==> src/rtl/rx_port_arbiter.sv <==
// rx_port_arbiter: round-robin merge of several RX beat streams onto one
// parser chain that cannot apply backpressure. A port keeps the grant for a
// whole packet. A packet that stalls too long mid-flight is truncated: an
// abort marker goes downstream, and the rest of that packet is swallowed.
//
// Handshake: source port i hands over a beat on a rising edge where
// s_valid[i] && s_ready[i]. s_ready depends only on registered state, never
// on s_valid. The master side has no ready: every m_valid cycle is consumed.
//
// dbg_state encoding: 0 = IDLE, 1 = FWD, 2 = DRAIN.
module rx_port_arbiter #(
   parameter  int DATA_WIDTH = 64,
   parameter  int NUM_PORTS  = 2,
   parameter  int TIMEOUT    = 256,
   localparam int IW         = $clog2(DATA_WIDTH/8+1),
   localparam int PW         = (NUM_PORTS > 1) ? $clog2(NUM_PORTS) : 1
) (
   input  logic                            clk,
   input  logic                            rst_n,
   input  logic [NUM_PORTS*DATA_WIDTH-1:0] s_tdata,
   input  logic [NUM_PORTS*IW-1:0]         s_idx,
   input  logic [NUM_PORTS-1:0]            s_valid,
   input  logic [NUM_PORTS-1:0]            s_last,
   output logic [NUM_PORTS-1:0]            s_ready,
   output logic [DATA_WIDTH-1:0]           m_tdata,
   output logic [IW-1:0]                   m_idx,
   output logic                            m_valid,
   output logic                            m_last,
   output logic [PW-1:0]                   m_port,
   output logic                            m_abort,
   output logic [15:0]                     abort_cnt,
   output logic [1:0]                      dbg_state
);

   // Idle counter only has to reach TIMEOUT; one bit is enough when disabled.
   localparam int            CW     = (TIMEOUT > 1) ? $clog2(TIMEOUT+1) : 1;
   localparam logic [CW-1:0] TO_VAL = CW'(TIMEOUT);
   localparam bit            TO_EN  = (TIMEOUT > 0);

   typedef enum logic [1:0] {
      ST_IDLE  = 2'd0,
      ST_FWD   = 2'd1,
      ST_DRAIN = 2'd2
   } state_t;

   state_t                state_q;
   logic [PW-1:0]         grant_q;
   logic [PW-1:0]         last_grant_q;
   logic [CW-1:0]         cnt_q;
   logic [15:0]           abort_cnt_q;
   logic [DATA_WIDTH-1:0] m_tdata_q;
   logic [IW-1:0]         m_idx_q;
   logic                  m_valid_q;
   logic                  m_last_q;
   logic [PW-1:0]         m_port_q;
   logic                  m_abort_q;

   logic                  arb_found;
   logic [PW-1:0]         arb_sel;
   logic [DATA_WIDTH-1:0] sel_data;
   logic [IW-1:0]         sel_idx;
   logic                  sel_valid;
   logic                  sel_last;
   logic                  beat_acc;
   logic [CW-1:0]         cnt_inc;

   // Round-robin pick: first requester after last_grant, wrapping around.
   always_comb begin
      arb_found = 1'b0;
      arb_sel   = '0;
      for (int k = 1; k <= NUM_PORTS; k++) begin
         for (int i = 0; i < NUM_PORTS; i++) begin
            if (!arb_found && (i == (int'(last_grant_q) + k) % NUM_PORTS) && s_valid[i]) begin
               arb_found = 1'b1;
               arb_sel   = PW'(i);
            end
         end
      end
   end

   // Select the granted port's beat fields.
   always_comb begin
      sel_data  = '0;
      sel_idx   = '0;
      sel_valid = 1'b0;
      sel_last  = 1'b0;
      for (int i = 0; i < NUM_PORTS; i++) begin
         if (grant_q == PW'(i)) begin
            sel_data  = s_tdata[i*DATA_WIDTH +: DATA_WIDTH];
            sel_idx   = s_idx[i*IW +: IW];
            sel_valid = s_valid[i];
            sel_last  = s_last[i];
         end
      end
   end

   // Only the granted port is ready, and only while a packet is open.
   always_comb begin
      s_ready = '0;
      for (int i = 0; i < NUM_PORTS; i++) begin
         s_ready[i] = (state_q != ST_IDLE) && (grant_q == PW'(i));
      end
   end

   assign beat_acc = (state_q != ST_IDLE) && sel_valid;
   assign cnt_inc  = cnt_q + CW'(1);

   // Arbitration/forwarding FSM with all downstream outputs registered.
   always_ff @(posedge clk or negedge rst_n) begin
      if (!rst_n) begin
         state_q      <= ST_IDLE;
         grant_q      <= '0;
         last_grant_q <= PW'(NUM_PORTS-1);
         cnt_q        <= '0;
         abort_cnt_q  <= '0;
         m_tdata_q    <= '0;
         m_idx_q      <= '0;
         m_valid_q    <= 1'b0;
         m_last_q     <= 1'b0;
         m_port_q     <= '0;
         m_abort_q    <= 1'b0;
      end else begin
         // Strobes are single-cycle; data, idx and port hold between beats.
         m_valid_q <= 1'b0;
         m_last_q  <= 1'b0;
         m_abort_q <= 1'b0;
         case (state_q)
            ST_IDLE: begin
               // Arbitration costs this cycle; nothing is accepted yet.
               if (arb_found) begin
                  grant_q <= arb_sel;
                  cnt_q   <= '0;
                  state_q <= ST_FWD;
               end
            end
            ST_FWD: begin
               if (beat_acc) begin
                  // An accepted beat always wins over a pending timeout.
                  m_tdata_q <= sel_data;
                  m_idx_q   <= sel_idx;
                  m_last_q  <= sel_last;
                  m_valid_q <= 1'b1;
                  m_port_q  <= grant_q;
                  cnt_q     <= '0;
                  if (sel_last) begin
                     last_grant_q <= grant_q;
                     state_q      <= ST_IDLE;
                  end
               end else if (TO_EN) begin
                  if (cnt_inc == TO_VAL) begin
                     // Close the packet downstream with an empty last marker.
                     m_abort_q <= 1'b1;
                     m_last_q  <= 1'b1;
                     m_idx_q   <= '0;
                     m_port_q  <= grant_q;
                     cnt_q     <= '0;
                     state_q   <= ST_DRAIN;
                     if (abort_cnt_q != 16'hFFFF) begin
                        abort_cnt_q <= abort_cnt_q + 16'd1;
                     end
                  end else begin
                     cnt_q <= cnt_inc;
                  end
               end
            end
            ST_DRAIN: begin
               // Swallow the remainder of the truncated packet; no timeout here.
               if (beat_acc && sel_last) begin
                  last_grant_q <= grant_q;
                  state_q      <= ST_IDLE;
               end
            end
            default: begin
               state_q <= ST_IDLE;
            end
         endcase
      end
   end

   assign m_tdata   = m_tdata_q;
   assign m_idx     = m_idx_q;
   assign m_valid   = m_valid_q;
   assign m_last    = m_last_q;
   assign m_port    = m_port_q;
   assign m_abort   = m_abort_q;
   assign abort_cnt = abort_cnt_q;
   assign dbg_state = state_q;

endmodule

==> config.mk <==
export PLATFORM = sky130hd
export DESIGN_NAME = rx_port_arbiter
export DESIGN_NICKNAME = d
export VERILOG_FILES = /design/src/rtl/rx_port_arbiter.sv
export SDC_FILE = /design/constraint.sdc
export NUM_CORES = 1
export LEC_CHECK = 0
export CORE_ASPECT_RATIO = 1.5
export CORE_MARGIN = 2
export CORE_UTILIZATION = 37
export CTS_BUF_LIST = sky130_fd_sc_hd__clkbuf_16
export DETAILED_ROUTE_END_ITERATION = 8
export PLACE_DENSITY = 0.84
export SLEW_MARGIN = 20
export SYNTH_ARGS = -nofsm -noshare
export SYNTH_HDL_FRONTEND = slang
export SYNTH_SLANG_ARGS = --single-unit
==> constraint.sdc <==
create_clock -name clk -period 2.5 [get_ports clk]
set_clock_uncertainty 0.15 [all_clocks]
set_input_delay 0.75 -clock clk [delete_from_list [all_inputs] [get_ports clk]]
set_output_delay 0.75 -clock clk [all_outputs]
set_load 0.005 [all_outputs]
==> impl_metrics.yaml, run 1 <==
sta:
  setup_viol: 10
  fin_crit_ps: 2589
  finalCritPeriodShare: 1.035
  grt_setup_unrepaired: "true"
  worst_pin_slew_ps: 790.0
  fin_ws_ps: -88.68
  hold_viol: 0
  max_freq_ghz: 0.3863
  drv_slew: 0
  max_slew_margin: 0.4733
synthesis:
  syn_nets: 607
  syn_area_per_cell_um2: 10.37
  synth_ff_type: "dfrtp_1"
  ys_async_sr_fraction: 1.000
  syn_area_mm2: 0.004803
  synthCells: 463
  yosysSeqAreaShare: 0.5264
  yosysWarnings: 0
  synth-edff-count: 0
  synth.distinct_cells: 43
  synth-seq-cells: 101
floorplanning:
  die_y_um: 143.5
  die_x_um: 97.03
  initial_core_util: 0.3745
  boundaryPins: 234
  coreArea_mm2: 0.01283
  fp-row-count: 51
  die_area_mm2: 0.01393
worst_setup_path:
  crit_slowest_cell: "or4b_4"
  critPathCapture: "m_port"
  r2r_end: "m_port"
  crit_arrival_ps: 2660
  crit_chain: "ha_4, nand2_4, or4b_4, a22o_1, or3b_4, a21o_4, mux2_4"
  critPathMaxFanout: 6
  cp_top_family: "simple AND/OR/NAND/NOR gates"
  worstPathRequired_ps: 2570
  worstRegToRegCells: 7
  path_class: "reg2reg"
  cp.buffers_inverters: 0
  cp.depth: 7
  r2r_slack_ps: -90
  r2r_start: "cnt_q[1]"
  cp-start-kind: "flop"
  cpPeakStageDelay_ps: 490
  startpoint: "cnt_q[1]"
  cp-end-kind: "flop"
finish:
  final_nets: 861
  syn_to_final_growth_pct: 66.89
  drive_gt1_frac: 0.1260
  final_cell_mix: "231 x clkdlybuf4s50_1, 98 x dfrtp_1, 71 x nor2_1"
  mostFrequentLayoutCell: "clkdlybuf4s50_1"
  fin_area_mm2: 0.008016
  insertedDiodeCount: 0
routing:
  drc: 0
  ant_nets: 0
  vias: 4539
  wl_per_cell_um: 16.89
  drtPass1Iterations: 6
  vias_per_cell: 5.152
  wl_um: 14880
  drtIter0Drc: 160
clocking:
  cts_sinks: 101
  cts_tree: "yes"
  clk_transition_reported_paths_ps: 70
  htreeDepth: 3
  numCtsBuffers: 9
  hold_buffers: 0
  root_buffer: "clkbuf_16"
  clk_path_buf_depth: 2
  clk_latency_ps: 340
run_status:
  failed_checks: "negative setup slack"
  status: "finished, violations left"
placed_design:
  place_area_mm2: 0.007481
  gp_congestion: 0.8825
  hpwl_um: 10430
  portBuffers: 233
run:
  maxCapViolations: 0
pwr:
  p_per_area_mw_per_mm2: 992.4
  ir_drop_v: 0.0004626
  leakagePower_nw: 3.495
  finalPower_mw: 7.956
global_route:
  grt_max_degree: 102
  antenna_found_initial: 0
  grt_pass1_vias: 4627
  gr-total-overflow: 0
  grt_pass1_wl_um: 22280
  grt_util_all_layers: 0.1971
worst_hold_path:
  hp-class: "in2async"
-- Yosys cell counts (2+ instances only) --
cell | count | area (um2)
and3_1 | 7 | 43.79
nand4_1 | 9 | 56.30
or2_2 | 4 | 25.02
clkbuf_1 | 22 | 82.58
mux2i_1 | 67 | 670.6
o21ai_0 | 3 | 15.01
a211oi_1 | 2 | 15.01
nand2b_1 | 3 | 18.77
nand3b_1 | 2 | 15.01
ha_1 | 2 | 25.02
nand2_1 | 19 | 71.32
nor2b_1 | 2 | 12.51
dfrtp_1 | 100 | 2502
mux2_2 | 7 | 78.83
xnor2_1 | 13 | 113.9
o21a_1 | 2 | 15.01
nand3_1 | 20 | 100.1
nor3_1 | 5 | 25.02
buf_1 | 4 | 15.01
and4_1 | 3 | 26.28
a21oi_1 | 68 | 340.3
xor2_1 | 2 | 17.52
a22o_2 | 4 | 40.04
nor2_1 | 72 | 270.3
a31oi_1 | 3 | 18.77
-- registers in the layout, indices dropped and copies added, names as in the netlist --
name,flops
m_abort,1
grant_q,1
dbg_state,2
m_port,1
m_valid,1
last_grant_q,1
m_tdata,64
cnt_q,9
abort_cnt,16
m_last,1
m_idx,4
-- per-stage QoR --
| step | setup TNS (ps) | setup slack [ps] | util | instances | hold slack, ps |
|---|---|---|---|---|---|
| after detailed placement | -18770 | -287.6 | 0.5833 | 853 | 345.1 |
| after global routing | -1718 | -151.2 | 0.6250 | 881 | 353.5 |
| after global placement | -17140 | -298.9 | 0.5833 | 853 | 327.3 |
| after floorplan | -585.5 | -153.0 | - | 463 | 304.4 |
| after CTS | -345.0 | -83.18 | 0.6105 | 873 | 340.4 |
| final | -281.2 | -88.68 | 0.6250 | 881 | 296.7 |
-- per-layer routing --
| layer | part of all wire | GRT usage | vias to the layer above |
|---|---|---|---|
| met4 | 0.020 | 0.07191 | 0 |
| met5 | 0 | 0 | - |
| met3 | 0.054 | 0.04621 | 21 |
| li1 | - | - | 2133 |
| met2 | 0.56 | 0.3761 | 178 |
| met1 | 0.37 | 0.2105 | 2207 |
-- cell families after synthesis --
group / synth area share
buf+inv: 0.02474
mux: 0.1592
fa+ha+maj: 0.005209
xor+xnor: 0.02735
simple gates: 0.1539
compound gates: 0.1032
flops: 0.5264
-- area by class of cell --
type,instances,area (um2)
Tap cell,159,198.9
Sequential cell,101,2534
Multi-Input combinational cell,333,2260
Timing Repair Buffer,272,2726
Fill cell,1041,4810
Clock inverter,7,72.57
Clock buffer,9,225.2
-- power breakdown --
part           internal, mW  leakage [nW]  switching (mW)
clock                 0.781         0.144           0.629
sequential             2.26          1.20           0.369
combinational          2.25          2.15            1.66
total                  5.29          3.50            2.66
-- repair_timing --
action / 4_1_cts / 5_1_grt
pin swaps: 4 / 7
hold endpoints to repair: 0 / 0
gates resized for setup: 5 / 15
endpoints found under the setup margin: 15 / 75
cloned: 1 / 4
setup buffers: 3 / 4
-- how the worst min path moves through the flow --
stage,slack (ps),to,depth (start not counted)
2_1_floorplan,300,abort_cnt[0],0
3_3_place_gp,330,abort_cnt[14],1
3_5_place_dp,350,abort_cnt[14],1
4_1_cts,340,m_tdata[6],2
5_1_grt,350,m_idx[2],2
6_report,300,m_tdata[5],2
Note: power is estimated with default switching activity, not from simulation.
==> run 2: changes to the inputs <==
--- a/config.mk
+++ b/config.mk
@@ -11,6 +11,7 @@
 export CTS_BUF_LIST = sky130_fd_sc_hd__clkbuf_16
 export DETAILED_ROUTE_END_ITERATION = 8
 export PLACE_DENSITY = 0.84
+export SETUP_SLACK_MARGIN = 0.3
 export SLEW_MARGIN = 20
 export SYNTH_ARGS = -nofsm -noshare
 export SYNTH_HDL_FRONTEND = slang
==> impl_metrics.yaml, run 2 (same netlist as run 1, synthesis figures left out) <==
run_status:
  status: "finished, violations left"
  failed_checks: "negative setup slack"
worst_setup_path:
  critPathMaxFanout: 6
  crit_arrival_ps: 2670
  cp-end-kind: "flop"
  cp-start-kind: "flop"
  r2r_slack_ps: -90
  worstPathRequired_ps: 2580
  path_class: "reg2reg"
clocking:
  hold_buffers: 0
  cts_sinks: 101
  htreeDepth: 3
  cts_tree: "yes"
  root_buffer: "clkbuf_16"
  clk_transition_reported_paths_ps: 70
  clk_path_buf_depth: 2
  numCtsBuffers: 9
  clk_latency_ps: 350
finish:
  final_cell_mix: "229 x clkdlybuf4s50_1, 95 x dfrtp_1, 69 x nor2_1"
  finish.utilization: 0.6428
  syn_to_final_growth_pct: 71.63
  mostFrequentLayoutCell: "clkdlybuf4s50_1"
  largest_reg_flops: 64
  insertedDiodeCount: 0
  multi_input_area_mm2: 0.002291
  final_nets: 879
  ff_latch_area_mm2: 0.002537
  n_fill_cell: 982
  drive_gt1_frac: 0.1635
sta:
  worst_pin_slew_ps: 692.1
  finalCritPeriodShare: 1.034
  max_slew_margin: 0.5386
  fin_crit_ps: 2586
  grt_setup_unrepaired: "true"
  max_freq_ghz: 0.3868
  fin_ws_ps: -85.50
  hold_viol: 0
  drv_slew: 0
  setup_viol: 18
routing:
  drtIter0Drc: 148
  drc: 0
  wl_per_cell_um: 16.88
  vias_per_cell: 5.192
  wl_um: 15180
  drtPass1Iterations: 6
  ant_nets: 0
  vias: 4668
floorplanning:
  boundaryPins: 234
  die_area_mm2: 0.01393
  die_y_um: 143.5
  initial_core_util: 0.3745
  die_x_um: 97.03
  coreArea_mm2: 0.01283
  fp-row-count: 51
pwr:
  p_per_area_mw_per_mm2: 974.9
  ir_drop_v: 0.0006515
  leakagePower_nw: 3.639
global_route:
  antenna_found_initial: 0
  grt_pass1_vias: 4800
  gr-total-overflow: 0
  grt_max_degree: 58
  grt_util_all_layers: 0.2128
  grt_pass1_wl_um: 23830
placed_design:
  hpwl_um: 10690
  gp_congestion: 0.8347
  portBuffers: 233
  place_ws_ps: -313.0
run:
  maxCapViolations: 0
worst_hold_path:
  hp-class: "in2async"
-- run 2: cell types whose count changed in the layout (fill, tap and decap cells not counted), sizes merged, moves of 2 or more --
| cell | before | now |
|---|---|---|
| buf | 37 | 56 |
| bufbuf | 0 | 2 |
| clkbuf | 12 | 10 |
| clkdlybuf4s50 | 231 | 229 |
| inv | 2 | 4 |
-- run 2: timing repair --
item | CTS | global route
gates cloned | 3 | 1
setup buffers | 15 | 12
resized for setup | 22 | 24
hold endpoints to repair | 0 | 0
endpoints found under the setup margin | 109 | 45
pin swaps | 11 | 11
-- run 2: report_power, final --
part	total [mW]	switching (mW)	internal [mW]
combinational	3.94	1.67	2.27
clock	1.46	0.658	0.805
sequential	2.63	0.371	2.26
total	8.04	2.70	5.34
-- run 2: worst max-delay path, cell delays in order, from the launching register on --
cell	delay [ps]
dfrtp_1	420
ha_4	180
nand2_4	50
or4b_4	490
a22o_1	250
or3b_4	390
a21o_4	250
mux2_4	300
-- run 2: per-layer routing --
layer / up-vias / global-route usage / wire length [um]
li1: 2181 / - / -
met1: 2277 / 0.2285 / 5494
met2: 180 / 0.3995 / 8452
met3: 30 / 0.05399 / 888
met4: 0 / 0.08228 / 342
met5: - / 0 / 0
-- run 2: stage by stage --
stage	instance area, um2	power [mW]	instances	hold slack [ps]	TNS (ps)
6_report	8244	8.037	899	241.7	-620.3
5_1_grt	8244	8.535	899	260.9	-2845
4_1_cts	8049	8.034	886	239.3	-122.0
3_5_place_dp	7473	6.297	852	336.5	-18040
3_3_place_gp	7473	6.146	852	333.5	-14990
2_1_floorplan	4835	4.330	463	304.4	-585.5
-- run 2: worst paths after layout --
check,cells past startpoint,end,start
worst max-delay path,7,m_port,cnt_q[0]
worst min-delay path,2,dbg_state[1],rst_n
worst max register to register,7,m_port,cnt_q[0]
worst min register to register,1,abort_cnt[14],abort_cnt[14]
max in group asynchronous,2,m_tdata[41],rst_n
min in group clk,1,abort_cnt[14],abort_cnt[14]
-- run 2: area by class of cell --
type,count,area share
Timing Repair Buffer,290,0.3519
Clock inverter,7,0.01093
Sequential cell,101,0.3078
Clock buffer,9,0.02732
Tap cell,159,0.02413
Multi-Input combinational cell,333,0.2779
==> run 3: changes to the inputs <==
--- a/config.mk
+++ b/config.mk
@@ -5,6 +5,7 @@
 export SDC_FILE = /design/constraint.sdc
 export NUM_CORES = 1
 export LEC_CHECK = 0
+export ABC_CLOCK_PERIOD_IN_PS = 2500
 export CORE_ASPECT_RATIO = 1.5
 export CORE_MARGIN = 2
 export CORE_UTILIZATION = 37
==> results of run 3 <==
Same layout as run 2: the final DEF is identical, and so are final timing and power.
==> edit (settings of run 1) <==
Reset style: synchronous (`rst_n`), changed in one clocked block.
--- a/src/rtl/rx_port_arbiter.sv
+++ b/src/rtl/rx_port_arbiter.sv
@@ -106,7 +106,7 @@
    assign cnt_inc  = cnt_q + CW'(1);
 
    // Arbitration/forwarding FSM with all downstream outputs registered.
-   always_ff @(posedge clk or negedge rst_n) begin
+   always_ff @(posedge clk) begin
       if (!rst_n) begin
          state_q      <= ST_IDLE;
          grant_q      <= '0;
Formal check against the unedited RTL: differs if rst_n is asserted again (counterexample within 4 cycles, from zero or initial values and one cycle with rst_n low); with rst_n held inactive, the same outputs for 4 cycles.
==> edit against run 1 <==
Wire length is 3.2% higher. Count of clock-buffer cells in the layout stayed put. Via count is 9.3% higher. Critical endpoint is now abort_cnt[9]$_SDFFE_PN0P_. Synthesized area is 2.0% higher. Final area is 2.6% lower. Utilization is 2.2 points lower. Sequential share of layout area is 5.6 points lower. Non-clock buffer count is 16 lower. Maximum frequency is 7.5% higher. Worst setup slack better by 0.18 ns. Register-to-register slack better by 0.21 ns. Sequential cell count stayed put.
Power is not compared: it rests on default switching activity, and its combinational part moved more than twofold at a synthesized area within 25%.
==> edit: results (changes against run 1) <==
synth_compound_area_share_pct: 21.3  # +11 points
seq_cells: 101  # unchanged
synthAdderAreaFrac_pct: 0.511  # -0.010 points
synth_fp_nets: 668  # +10%
cp.arrival_ns: 2.48  # -0.18 ns
r2r_cells: 6  # -1
post_dp_cell_area_mm2: 0.00747  # -0.18%
synth_xor_area_share_pct: 0.179  # -2.6 points
min-delay-path-class: "reg -> reg"
clk_share_pct: 3.75  # +0.035 points
buf_share_pct: 32.8  # -1.2 points
seq_share_pct: 26.0  # -5.6 points
synthMuxAreaShare_pct: 15.3  # -0.64 points
endpoint: "abort_cnt[9]$_SDFFE_PN0P_"
async_flop_share_pct: 0  # -100 points
nNonClkInverters: 5  # +5
comb.multi_input.count: 374  # +12%
ys_types: 54  # +26%
worstReg2RegStart: "cnt_q[2]$_SDFFE_PN0P_"
cts_resized: 4  # -1
fillCellCount: 1065  # +2.3%
path_delay_family: "buffers and inverters"
final_nets: 891  # +3.5%
grt_pass1_wl_um: 24700  # +11%
status: "complete, no violations"
synth_common_cells: "dfxtp_1, nor2_1, mux2i_1, a211oi_1"
preCtsSetupSlack_ns: -0.322  # -0.0339 ns
multi_input_comb_area_mm2: 0.00271  # +20%
finalCriticalPeriod_ns: 2.41  # -0.181 ns
grt_start_max_net_pins: 61  # -40%
r2r-end: "abort_cnt[2]$_SDFFE_PN0P_"
worst_pin_slew_ns: 0.849  # +0.0594 ns
signal_buffers: 256  # -5.9%
num_vias: 4962  # +9.3%
drt_pre_antenna_iters: 5  # -1
edit: changes by cell type in the layout (fill, tap and decap cells not counted), moves of 7 or more:
cell	run 1	this run
dfxtp_1	0	99
nand2b_1	3	18
a211oi_1	2	66
a21oi_1	68	3
dfrtp_1	98	0
buf_4	31	18
xnor2_1	11	0
o211ai_1	0	9
nand2_1	17	24
o311ai_0	0	7
o41ai_1	0	11
edit: layer usage:
| layer | vias up | share of wire, % | wire [µm] | GRT usage (%) |
|---|---|---|---|---|
| li1 | 2420 | - | - | - |
| met1 | 2313 | 36 | 5560 | 22.4 |
| met2 | 201 | 55 | 8520 | 40.1 |
| met3 | 28 | 5.8 | 892 | 4.43 |
| met4 | 0 | 2.5 | 388 | 7.71 |
| met5 | - | 0 | 0 | 0 |
edit: through the flow:
step | instances | hold slack [ns]
floorplan | 524 | 0.291
global placement | 895 | 0.310
detailed placement | 895 | 0.329
CTS | 911 | 0.344
global route | 911 | 0.358
finish | 911 | 0.341
